File: src/rtl/memory_router.sv
// Address decoder and sequencer between the CPU bus arbiter and the four memory targets.
// Each accepted request goes to exactly one target and returns a one-cycle bus_done pulse.
//
// state      | meaning
// IDLE       | waiting for bus_start; decodes and launches the access
// SDRAM_WAIT | SDRAM access in flight, waiting for sdram_done or timeout
// FLASH_WAIT | flash read in flight, waiting for flash_done or timeout
// IO_WAIT    | I/O access in flight, waiting for io_done or timeout
// ROM_WAIT   | rom_addr applied, rom_q is captured on the next edge
// FINISH     | bus_done (and bus_err) presented for one cycle
module memory_router #(
    parameter int          TIMEOUT_CYCLES = 1024,
    parameter logic [31:0] ERR_DATA       = 32'h0000_0000
) (
    input  logic        clk,
    input  logic        reset,
    input  logic [26:0] bus_addr,
    input  logic [31:0] bus_data,
    input  logic        bus_we,
    input  logic        bus_start,
    output logic [31:0] bus_q,
    output logic        bus_done,
    output logic        bus_err,
    output logic [22:0] sdram_addr,
    output logic [31:0] sdram_data,
    output logic        sdram_we,
    output logic        sdram_start,
    input  logic [31:0] sdram_q,
    input  logic        sdram_done,
    output logic [22:0] flash_addr,
    output logic        flash_start,
    input  logic [31:0] flash_q,
    input  logic        flash_done,
    output logic [9:0]  rom_addr,
    input  logic [31:0] rom_q,
    output logic [7:0]  io_addr,
    output logic [31:0] io_data,
    output logic        io_we,
    output logic        io_start,
    input  logic [31:0] io_q,
    input  logic        io_done
);

    localparam int CW = $clog2(TIMEOUT_CYCLES + 1);

    typedef enum logic [2:0] {
        IDLE, SDRAM_WAIT, FLASH_WAIT, IO_WAIT, ROM_WAIT, FINISH
    } state_t;

    state_t        state;
    logic [CW-1:0] wait_cnt;
    logic          hit_sdram, hit_flash, hit_io, hit_rom;
    logic          wait_timeout;
    logic          tgt_done;
    logic [31:0]   tgt_q;

    assign hit_sdram    = (bus_addr[26:23] == 4'h0);
    assign hit_flash    = (bus_addr[26:23] == 4'h1);
    assign hit_io       = (bus_addr[26:8]  == 19'h70000);
    assign hit_rom      = (bus_addr[26:10] == 17'h1E000);
    assign wait_timeout = (wait_cnt == CW'(TIMEOUT_CYCLES - 1));

    // Only the done/q of the target we are actually waiting on is visible; stray pulses drop here.
    always_comb begin
        tgt_done = 1'b0;
        tgt_q    = '0;
        case (state)
            SDRAM_WAIT: begin tgt_done = sdram_done; tgt_q = sdram_q; end
            FLASH_WAIT: begin tgt_done = flash_done; tgt_q = flash_q; end
            IO_WAIT:    begin tgt_done = io_done;    tgt_q = io_q;    end
            default:    ;
        endcase
    end

    always_ff @(posedge clk or negedge reset) begin
        if (!reset) begin
            state       <= IDLE;
            wait_cnt    <= '0;
            bus_q       <= '0;
            bus_done    <= 1'b0;
            bus_err     <= 1'b0;
            sdram_addr  <= '0;
            sdram_data  <= '0;
            sdram_we    <= 1'b0;
            sdram_start <= 1'b0;
            flash_addr  <= '0;
            flash_start <= 1'b0;
            rom_addr    <= '0;
            io_addr     <= '0;
            io_data     <= '0;
            io_we       <= 1'b0;
            io_start    <= 1'b0;
        end else begin
            sdram_start <= 1'b0;
            flash_start <= 1'b0;
            io_start    <= 1'b0;
            bus_done    <= 1'b0;
            case (state)
                IDLE: begin
                    if (bus_start) begin
                        wait_cnt <= '0;
                        if (hit_sdram) begin
                            sdram_addr  <= bus_addr[22:0];
                            sdram_data  <= bus_data;
                            sdram_we    <= bus_we;
                            sdram_start <= 1'b1;
                            state       <= SDRAM_WAIT;
                        end else if (hit_flash && !bus_we) begin
                            flash_addr  <= bus_addr[22:0];
                            flash_start <= 1'b1;
                            state       <= FLASH_WAIT;
                        end else if (hit_io) begin
                            io_addr  <= bus_addr[7:0];
                            io_data  <= bus_data;
                            io_we    <= bus_we;
                            io_start <= 1'b1;
                            state    <= IO_WAIT;
                        end else if (hit_rom && !bus_we) begin
                            rom_addr <= bus_addr[9:0];
                            state    <= ROM_WAIT;
                        end else begin
                            bus_q    <= ERR_DATA;
                            bus_err  <= 1'b1;
                            bus_done <= 1'b1;
                            state    <= FINISH;
                        end
                    end
                end
                SDRAM_WAIT, FLASH_WAIT, IO_WAIT: begin
                    if (tgt_done) begin
                        bus_q    <= tgt_q;
                        bus_err  <= 1'b0;
                        bus_done <= 1'b1;
                        state    <= FINISH;
                    end else if (wait_timeout) begin
                        bus_q    <= ERR_DATA;
                        bus_err  <= 1'b1;
                        bus_done <= 1'b1;
                        state    <= FINISH;
                    end else begin
                        wait_cnt <= wait_cnt + 1'b1;
                    end
                end
                ROM_WAIT: begin
                    bus_q    <= rom_q;
                    bus_err  <= 1'b0;
                    bus_done <= 1'b1;
                    state    <= FINISH;
                end
                FINISH: begin
                    bus_err <= 1'b0;
                    state   <= IDLE;
                end
                default: state <= IDLE;
            endcase
        end
    end

endmodule

File: config.mk
export PLATFORM = sky130hd
export DESIGN_NAME = memory_router
export DESIGN_NICKNAME = d
export VERILOG_FILES = /design/src/rtl/memory_router.sv
export SDC_FILE = /design/constraint.sdc
export NUM_CORES = 1
export LEC_CHECK = 0
export ABC_CLOCK_PERIOD_IN_PS = 3600
export BUFFER_PORTS_ARGS = -buffer_cell sky130_fd_sc_hd__buf_4
export CAP_MARGIN = 20
export CORE_MARGIN = 5
export CORE_UTILIZATION = 30
export CTS_CLUSTER_DIAMETER = 30
export DETAILED_ROUTE_END_ITERATION = 10
export MAX_ROUTING_LAYER = met4
export SKIP_CTS_REPAIR_TIMING = 1
export SLEW_MARGIN = 20
export SYNTH_ARGS = -nofsm -noshare
export SYNTH_HDL_FRONTEND = slang
export SYNTH_SLANG_ARGS = --single-unit
File: constraint.sdc
create_clock -name clk -period 3.6 [get_ports clk]
set_clock_uncertainty 0.05 [all_clocks]
set_input_delay 0.36 -clock clk [delete_from_list [all_inputs] [get_ports clk]]
set_output_delay 0.36 -clock clk [all_outputs]
set_load 0.01 [all_outputs]
After elaboration in Yosys (flattened, before gate mapping)
Index checks and enable logic that the tools add are counted.
- input port bits: 194
- output and inout port bits: 167
- register bits: 181
- word-level logic and storage cells: 105
- add/subtract/negate cells: 1
- bitwise gates (word level): 3
- eq/ne operators: 17
- muxes and demuxes: 50
- reductions and logical operators: 18
- operators with widths (kind ; count):
    32-bit two-way mux ; 7
    32-bit case mux with 3 select lines ; 2
    11-bit two-way mux ; 3
    1-bit two-way mux ; 27
    11-bit case mux with 2 select lines ; 1
    19-bit equality test (second input constant) ; 1
    3-bit two-way mux ; 6
    17-bit equality test (second input constant) ; 1
    2-bit inequality test (second input constant) ; 7
    7-bit AND reduction ; 2
    11-bit by 1-bit adder with 11-bit output (second input constant) ; 1
    11-bit by 10-bit equality test with 1-bit output (second input constant) ; 1
    1-bit case mux with 3 select lines ; 3
    3-bit case mux with 3 select lines ; 1
    4-bit AND reduction ; 2
    3-bit by 2-bit equality test with 1-bit output (second input constant) ; 2
    3-bit equality test (second input constant) ; 2
    6-bit AND reduction ; 1
    3-bit nonzero test ; 2
    5-bit AND reduction ; 1
    4-bit by 1-bit equality test with 1-bit output (second input constant) ; 1
    4-bit logical NOT ; 1
    3-bit by 1-bit equality test with 1-bit output (second input constant) ; 1
    3-bit logical NOT ; 1
    other kinds (9) ; 12

Longest topological paths before layout
Gate-level depths: netlist of run 1.
- word-level depth: 8
- depth in mapped cells: 8
- depth with buffers taken out: 6

Least setup slack after synthesis of run 1
No wires, ideal clock.
- kind: input to register
- start: input port bus_addr[13]
- end: register io_data[20]
- data required time: 3.425 ns
- cell stages on the path: 5
- setup time: 0.125 ns
- path buffers: 1
- arrival: 2.266 ns
- slack: 1.159 ns
- path through: or4_1 > or4_4 > nor3_4 > buf_6 > mux2_2
- word-level cells in the longest chain between the ends: 2
- ends and longest elaborated chain (item ; line ; source):
    start, declared ; 17 ; input logic [26:0] bus_addr,
    19-bit equality test ; 59 ; assign hit_io = (bus_addr[26:8] == 19'h70000);
    5-bit AND reduction (no line) ; - ;
    end signal, assigned ; 114 ; io_data <= bus_data;
    end, declared ; 37 ; output logic [31:0] io_data,
Every way passes these cells.
A chain may end at the register's enable or synchronous reset.

Worst setup path in the final report of run 1
- start: register state[2]
- end: register bus_q[29]
- word-level cells in the longest chain between the ends: 4
- elaborated cells between the ends (all ways): 18
- classes of those cells: 10 x eq/ne; 4 x mux; 4 x reduce/logical
- ends and longest elaborated chain (item ; line ; source):
    start, declared ; 50 ; state_t state;
    start signal, assigned ; 77 ; state <= IDLE;
    start signal, assigned ; 107 ; state <= SDRAM_WAIT;
    start signal, assigned ; 111 ; state <= FLASH_WAIT;
    3-bit by 2-bit equality test with 1-bit output or 3-bit by 1-bit equality test with 1-bit output (tied branches) ; 67, 98 ;
    1-bit case mux with 3 select lines, or another cell as far along ; 67 ; case (state)
    3-bit inequality test (no line), or another cell as far along ; - ;
    7-bit AND reduction (no line) or 32-bit case mux with 3 select lines (tied branches) ; - ;
    end signal, assigned ; 131 ; bus_q <= tgt_q;
    end signal, assigned ; 145 ; bus_q <= rom_q;
    end, declared ; 21 ; output logic [31:0] bus_q,
Parallel ways exist; a longest one is shown, timed or not.

==> results of run 1 <==
Yosys cell counts (all sizes together):
library cell,count
a21oi,3
buf,10
o41ai,1
nor4b,2
a21o,1
dfrtp,181
inv,3
a22oi,32
or4b,1
and3,2
a2111oi,1
mux2,139
o31a,1
or4,4
o21a,3
o21bai,2
nand2b,1
nor4,3
nor3,11
or3,4
a221o,32
or2,1
a41o,1
clkbuf,34
nor3b,3
nand3,6
a211oi,1
or4bb,1
nand2,78
a31oi,1
nor2,51
nand4,1
nor4bb,2
ha,1
xnor2,8
a32o,1
a2111o,1
o22ai,1
o21ai,2
a211o,1
nand4b,1
mux2i,1
nor2b,3
how the worst max path moves through the flow:
stage                                     from                       to  slack [ns]  depth (start not counted)
final                     state[2]$_DFFE_PN0P_    bus_q[29]$_DFFE_PN0P_        1.08                          6
after global routing      state[0]$_DFFE_PN0P_     bus_q[4]$_DFFE_PN0P_        0.88                          5
after CTS                 state[2]$_DFFE_PN0P_    bus_q[29]$_DFFE_PN0P_        1.08                          5
after detailed placement          bus_addr[13]  io_data[31]$_DFFE_PN0P_        0.79                          6
after global placement            bus_addr[13]  io_data[11]$_DFFE_PN0P_        0.81                          6
after floorplan                   bus_addr[13]  io_data[20]$_DFFE_PN0P_        1.16                          5
through the flow:
| step | instances | setup WS (ns) | power (uW) | hold WS, ns | util, % |
|---|---|---|---|---|---|
| after CTS | 1336 | 1.080 | 7240 | -0.06075 | 44.75 |
| after global placement | 1304 | 0.8086 | 5246 | 0.4014 | 42.38 |
| after global routing | 1337 | 0.8821 | 7569 | 0.07985 | 44.79 |
| final | 1337 | 1.082 | 7145 | 0.09464 | 44.79 |
| after floorplan | 637 | 1.159 | 3972 | 0.01441 | - |
| after detailed placement | 1304 | 0.7890 | 5282 | 0.4080 | 42.38 |
critical path, cell delays in order (launching register included):
cell and delay, ns:
dfrtp_1 0.51, nor3_1 0.31, nand2_1 0.15, or4_1 0.55, nor4bb_4 0.19, buf_4 0.29, a221o_1 0.34
final cells by class:
class / count / area [um^2]
inverters: 3 / 11.26
fillers: 2429 / 14390
multi-input cells: 409 / 3229
clock buffers: 17 / 425.4
flip-flops and latches: 181 / 4531
repair buffers: 377 / 2864
clock inverters: 15 / 192.7
well taps: 335 / 419.2
cells by family after synthesis:
kind of cell	Yosys count	share of synthesized area [%]
DFF	181	57.13
and+or+nand+nor	175	10.21
muxes	140	19.87
AOI/OAI and AO/OA	85	9.044
buffers and inverters	47	2.699
xor gates and xnor gates	8	0.8839
adders and majority gates	1	0.1578
layer usage:
layer | part of all wire, % | up-vias
li1 | - | 3006
met1 | 43 | 3258
met2 | 48 | 304
met3 | 7.2 | 29
met4 | 1.7 | 0
met5 | 0 | -
report_power, final:
part	internal, uW	leakage (uW)	switching, uW	total [uW]
combinational	1250	0.00330	1120	2370
sequential	2520	0.00243	329	2840
clock	958	0.000296	973	1930
cells in the final DEF (no fill, tap or decap), types with 2 or more instances in the layout:
cell type	instances
inv_6	3
nor3b_1	3
a21oi_1	3
xnor2_1	8
o21a_1	3
nor2_1	51
and3_1	2
inv_8	4
nor4_1	3
clkbuf_16	17
nand3_1	6
nor2b_1	2
mux2_2	129
nor3_2	2
or3_1	4
mux2_1	10
inv_12	2
a221o_1	32
nor4b_1	2
dfrtp_1	180
buf_12	2
a22oi_1	32
or4_1	3
nor3_4	2
clkinv_8	5
inv_1	3
buf_4	373
nor3_1	7
o21ai_0	2
nand2_1	77
o21bai_1	2
sequential cells by signal, indices dropped and copies added, names as in the netlist:
signal       cells
bus_err          1
io_we            1
state            3
io_addr          8
sdram_start      1
io_data         32
io_start         1
rom_addr        10
sdram_we         1
flash_start      1
flash_addr      23
sdram_addr      23
bus_q           32
bus_done         1
sdram_data      32
wait_cnt        11
==> results.py, run 1 <==
metrics = {
    "setup_path": {
        "critical_path_required_ns": 3.88,
        "worst-r2r-cell-count": 6,
        "r2r_slack_ns": 1.08,
        "rr_endpoint": "bus_q[29]$_DFFE_PN0P_",
        "arrival_ns": 2.79,
        "worstPathMaxFanout": 33,
        "critical_path_class": "flip-flop to flip-flop",
        "worst_setup_path_end_kind": "flip-flop",
        "crit_path_start_kind": "flip-flop",
        "r2r_start": "state[2]$_DFFE_PN0P_",
    },
    "yosys": {
        "synthCells": 637,
        "synth.distinct_cells": 47,
        "yosys.area.top_type": "dfrtp_1",
        "ys_seq_area_share_pct": 57.13,
        "synth_warnings": 0,
        "synth_fp_nets": 832,
        "synth_top_cells_by_area": "dfrtp_1, mux2_2, a221o_1, nand2_1, a22oi_1",
        "syn_area_um2": 7928,
        "netlist.area_leader.share_pct": 57.13,
        "syn_area_per_cell_um2": 12.45,
        "ys_ff_latch": 181,
    },
    "route": {
        "viasPerCell": 4.934,
        "drt_iter0_drc": 363,
        "routed_wirelength_um": 27120,
        "wl_per_cell_um": 20.28,
        "vias": 6597,
        "drtAntennaViolNets": 0,
        "dr.pass1.iters": 5,
        "remaining_drc_errors": 0,
    },
    "power_and_ir_drop": {
        "peakVddDrop_v": 0.0002936,
        "leakagePower_uw": 0.006032,
        "cellPowerDensity_nw_per_um2": 612.1,
    },
    "global_routing": {
        "antenna_found_initial": 0,
        "grt_start_max_net_pins": 86,
        "grt_use_met2_pct": 29.46,
        "track_usage_pct": 18.42,
        "grt_pass1_wl_um": 42580,
        "grt_pass1_vias": 7151,
        "use_met3_pct": 4.956,
        "grt_use_met1_pct": 23.29,
        "busiest_layer": "met2",
        "overflow": 0,
    },
    "die": {
        "start_util_pct": 30.42,
        "die_w_um": 172.6,
        "die-area_um2": 29780,
        "die_height_um": 172.6,
        "core-area_um2": 26060,
        "placementRows": 59,
        "io_pins": 361,
    },
    "clocking": {
        "clk_pin_slew_ns": 0.08,
        "htreeDepth": 4,
        "cts-root-buf": "clkbuf_16",
        "cts_buffers": 17,
        "cts_max_path_buffers": 2,
        "insertion_delay_ns": 0.43,
        "tritoncts": "built",
        "cts.sinks": 181,
    },
    "worst_hold_path": {
        "hp-class": "input pin to flip-flop",
        "hold_depth": 2,
        "worstHoldStart": "rom_q[24]",
        "whs_endpoint": "bus_q[24]$_DFFE_PN0P_",
    },
    "timing": {
        "fin_crit_sh_pct": 69.94,
        "slew_headroom_pct": 30.20,
        "setup_tns_ns": 0,
        "fmax_mhz": 397.2,
        "finalHoldViolCount": 0,
        "worst_slew_pin_slew_ns": 1.047,
        "finalSetupViolations": 0,
        "slew_viol_final": 0,
        "layout_min_cycle_time_ns": 2.518,
        "rsz0062_at_grt": "no",
    },
    "placement": {
        "portBuffers": 360,
        "dpl.hpwl_um": 20530,
        "gp_congestion": 0.8199,
        "post_dp_cell_area_um2": 11040,
    },
    "cells_and_area": {
        "finalNetCount": 1184,
        "drive_above_1_share_pct": 54.79,
        "n_antenna_cell": 0,
        "finalInstanceArea_um2": 11670,
        "area.growth.synth_to_final_pct": 47.24,
    },
    "outcome": {
        "outcome": "finished, final reports clean",
    },
    "run": {
        "cap_violations": 0,
    },
}
Power figures use the tool's default switching activity.
==> inputs of run 2 (changes only) <==
--- a/config.mk
+++ b/config.mk
@@ -5,7 +5,8 @@
 export SDC_FILE = /design/constraint.sdc
 export NUM_CORES = 1
 export LEC_CHECK = 0
-export ABC_CLOCK_PERIOD_IN_PS = 3600
+export ABC_AREA = 1
+export ABC_CLOCK_PERIOD_IN_PS = 2500
 export BUFFER_PORTS_ARGS = -buffer_cell sky130_fd_sc_hd__buf_4
 export CAP_MARGIN = 20
 export CORE_MARGIN = 5
==> constraint.sdc (replaced) <==
create_clock -name clk -period 2.5 [get_ports clk]
set_clock_uncertainty 0.05 [all_clocks]
set_input_delay 0.25 -clock clk [delete_from_list [all_inputs] [get_ports clk]]
set_output_delay 0.25 -clock clk [all_outputs]
set_load 0.01 [all_outputs]
==> results.py, run 2 <==
metrics = {
    "timing": {
        "slew_viol_final": 0,
        "fmax_mhz": 493.5,
        "setup_tns_ns": 0,
        "finalHoldViolCount": 4,
        "worst_slew_pin_slew_ns": 0.7275,
        "fin_crit_sh_pct": 81.05,
        "holdWs_ns": -0.01349,
        "layout_min_cycle_time_ns": 2.026,
        "rsz0062_at_grt": "no",
        "slew_headroom_pct": 51.43,
        "finalSetupViolations": 0,
    },
    "die": {
        "die-area_um2": 30400,
        "placementRows": 60,
        "die_w_um": 174.4,
        "core-area_um2": 26800,
        "die_height_um": 174.4,
        "start_util_pct": 30.24,
        "io_pins": 361,
    },
    "yosys": {
        "synthTopCellsByCount": "nand2_1, dfrtp_1, nand3_1, nor2_1, inv_1",
        "syn_area_per_cell_um2": 8.868,
        "synth_edf_count": 0,
        "synth_warnings": 0,
        "synth.distinct_cells": 29,
        "netlist.area_leader.share_pct": 55.88,
        "syn_area_um2": 8105,
        "ys_ff_latch": 181,
        "synth_top_cells_by_area": "dfrtp_1, nand2_1, nand3_1, mux2_2, a22oi_1",
        "synth_fp_nets": 1109,
        "ys_seq_area_share_pct": 55.88,
        "synthCells": 914,
        "synth.most_common_cell": "nand2_1",
        "synthArstFlopShare_pct": 100.0,
        "yosys.area.top_type": "dfrtp_1",
        "synth_flop_cell": "dfrtp_1",
    },
    "placement": {
        "placed_cells": 1591,
        "portBuffers": 360,
        "gp_congestion": 0.8513,
        "dpl.hpwl_um": 21060,
    },
    "power_and_ir_drop": {
        "cellPowerDensity_nw_per_um2": 862.9,
        "power.internal_uw": 6761,
        "p_comb_share_pct": 36.5,
        "power_uw": 10480,
        "leakagePower_uw": 0.006481,
        "power_frac_seq_pct": 39.3,
        "p_sw_uw": 3716,
        "swShare_pct": 35.46,
        "peakVddDrop_v": 0.0003857,
        "power.share.clock_pct": 24.2,
    },
    "global_routing": {
        "overflow": 0,
        "track_usage_pct": 18.17,
        "grt_pass1_wl_um": 42920,
        "antenna_found_initial": 0,
        "grt_start_max_net_pins": 67,
        "grt_pass1_vias": 7885,
    },
    "route": {
        "vias": 7665,
        "routed_wirelength_um": 27510,
        "drt_iter0_drc": 481,
        "viasPerCell": 4.615,
        "dr.pass1.iters": 5,
        "wl_per_cell_um": 16.56,
        "remaining_drc_errors": 0,
        "drtAntennaViolNets": 0,
    },
    "cells_and_area": {
        "reg_top3": "bus_q: 32 flops, io_data: 32 flops, sdram_data: 32 flops",
        "drive_above_1_share_pct": 35.08,
        "finalNetCount": 1502,
        "fillers": 2635,
        "area.growth.synth_to_final_pct": 49.80,
        "mostFrequentLayoutCells": "buf_4, nand2_1, dfrtp_1",
        "final_util_pct": 45.30,
        "n_antenna_cell": 0,
        "final_common_cell": "buf_4",
        "stdcell_count": 1661,
    },
    "worst_hold_path": {
        "hp-class": "input pin to flip-flop",
    },
    "clocking": {
        "cts.sinks": 181,
        "clk_pin_slew_ns": 0.08,
        "tritoncts": "built",
        "htreeDepth": 4,
        "cts_buffers": 17,
        "cts-root-buf": "clkbuf_16",
        "cts_max_path_buffers": 2,
        "insertion_delay_ns": 0.42,
    },
    "setup_path": {
        "cp_common_cell": "nand3_1",
        "crit_path_start_kind": "flip-flop",
        "crit_buf_inv": 3,
        "critical_path_class": "flip-flop to flip-flop",
        "worst_path_max_delay_cell": "dfrtp_1",
        "worst_setup_path_end_kind": "flip-flop",
        "arrival_ns": 2.35,
        "crit_family": "simple AND/OR/NAND/NOR gates",
        "critical_path.cell_chain": "inv_1 > nand3_1 > nor2_1 > nor2_4 > inv_2 > nor3_4 > buf_4 > nand3_1 > nand2_1",
        "cp_slowest_stage_delay_ns": 0.62,
        "worstPathMaxFanout": 33,
        "critical_path_required_ns": 2.82,
    },
    "outcome": {
        "outcome": "complete, but fails checks",
        "violations": "negative hold slack",
    },
    "run": {
        "cap_violations": 0,
    },
}
run 2: layout make-up:
cell class              count  area (um^2)  share of cell area [%]
well taps                 341        426.7                   3.514
flip-flops and latches    181         4529                   37.30
inverters                  44        165.2                   1.360
repair buffers            419         3297                   27.15
clock buffers              19        432.9                   3.566
clock inverters            13        112.6                  0.9275
multi-input cells         644         3178                   26.17
run 2: routing by layer:
metal	global-route usage (%)	vias up	routed length, um
met3	4.632	26	1978
met2	29.77	309	13230
met5	-	-	0
met4	5.114	0	493
met1	22.35	3569	11810
li1	-	3761	-
run 2: through the flow:
step	setup slack (ns)	cell area, um^2
after floorplan	0.7525	8105
after global placement	0.5235	11220
after detailed placement	0.4693	11220
after CTS	0.4461	11760
after global routing	0.2098	12140
final	0.4738	12140
run 2: power by group through the flow:
stage	sequential [uW]	clock, uW	combinational [uW]
2_1_floorplan	4390	0	1630
3_3_place_gp	4150	0	3770
3_5_place_dp	4170	0	3830
4_1_cts	4120	2630	3830
5_1_grt	4210	2760	4240
6_report	4120	2540	3820
run 2: final timing paths:
| kind | startpoint | endpoint | slack [ns] | cells after the start |
|---|---|---|---|---|
| worst min register to register | io_data[29]$_DFFE_PN0P_ | io_data[29]$_DFFE_PN0P_ | 0.43 | 2 |
| max in group asynchronous | reset | io_data[8]$_DFFE_PN0P_ | 1.34 | 3 |
| worst max register to register | state[2]$_DFFE_PN0P_ | bus_q[11]$_DFFE_PN0P_ | 0.47 | 9 |
| worst max-delay path | state[2]$_DFFE_PN0P_ | bus_q[11]$_DFFE_PN0P_ | 0.47 | 9 |
| worst min-delay path | bus_data[9] | io_data[9]$_DFFE_PN0P_ | -0.01 | 3 |
| min in group asynchronous | reset | sdram_data[4]$_DFFE_PN0P_ | 0.35 | 2 |
run 2: cell families (layout without fill, tap and decap cells):
family / after synthesis / count (layout) / synth area share, %
adder cells (fa/ha/maj): 1 / 1 / 0.1543
AND/OR/NAND/NOR: 495 / 495 / 25.64
AO/OA/AOI/OAI: 106 / 106 / 7.672
buffers and inverters: 89 / 495 / 5.032
flip-flops: 181 / 181 / 55.88
XOR/XNOR: 7 / 7 / 0.7564
multiplexers: 35 / 35 / 4.863
run 2: tightest hold or removal path: stages:
cell	delay (ns)
buf_4	0.09
nand2_1	0.04
nand2_1	0.05
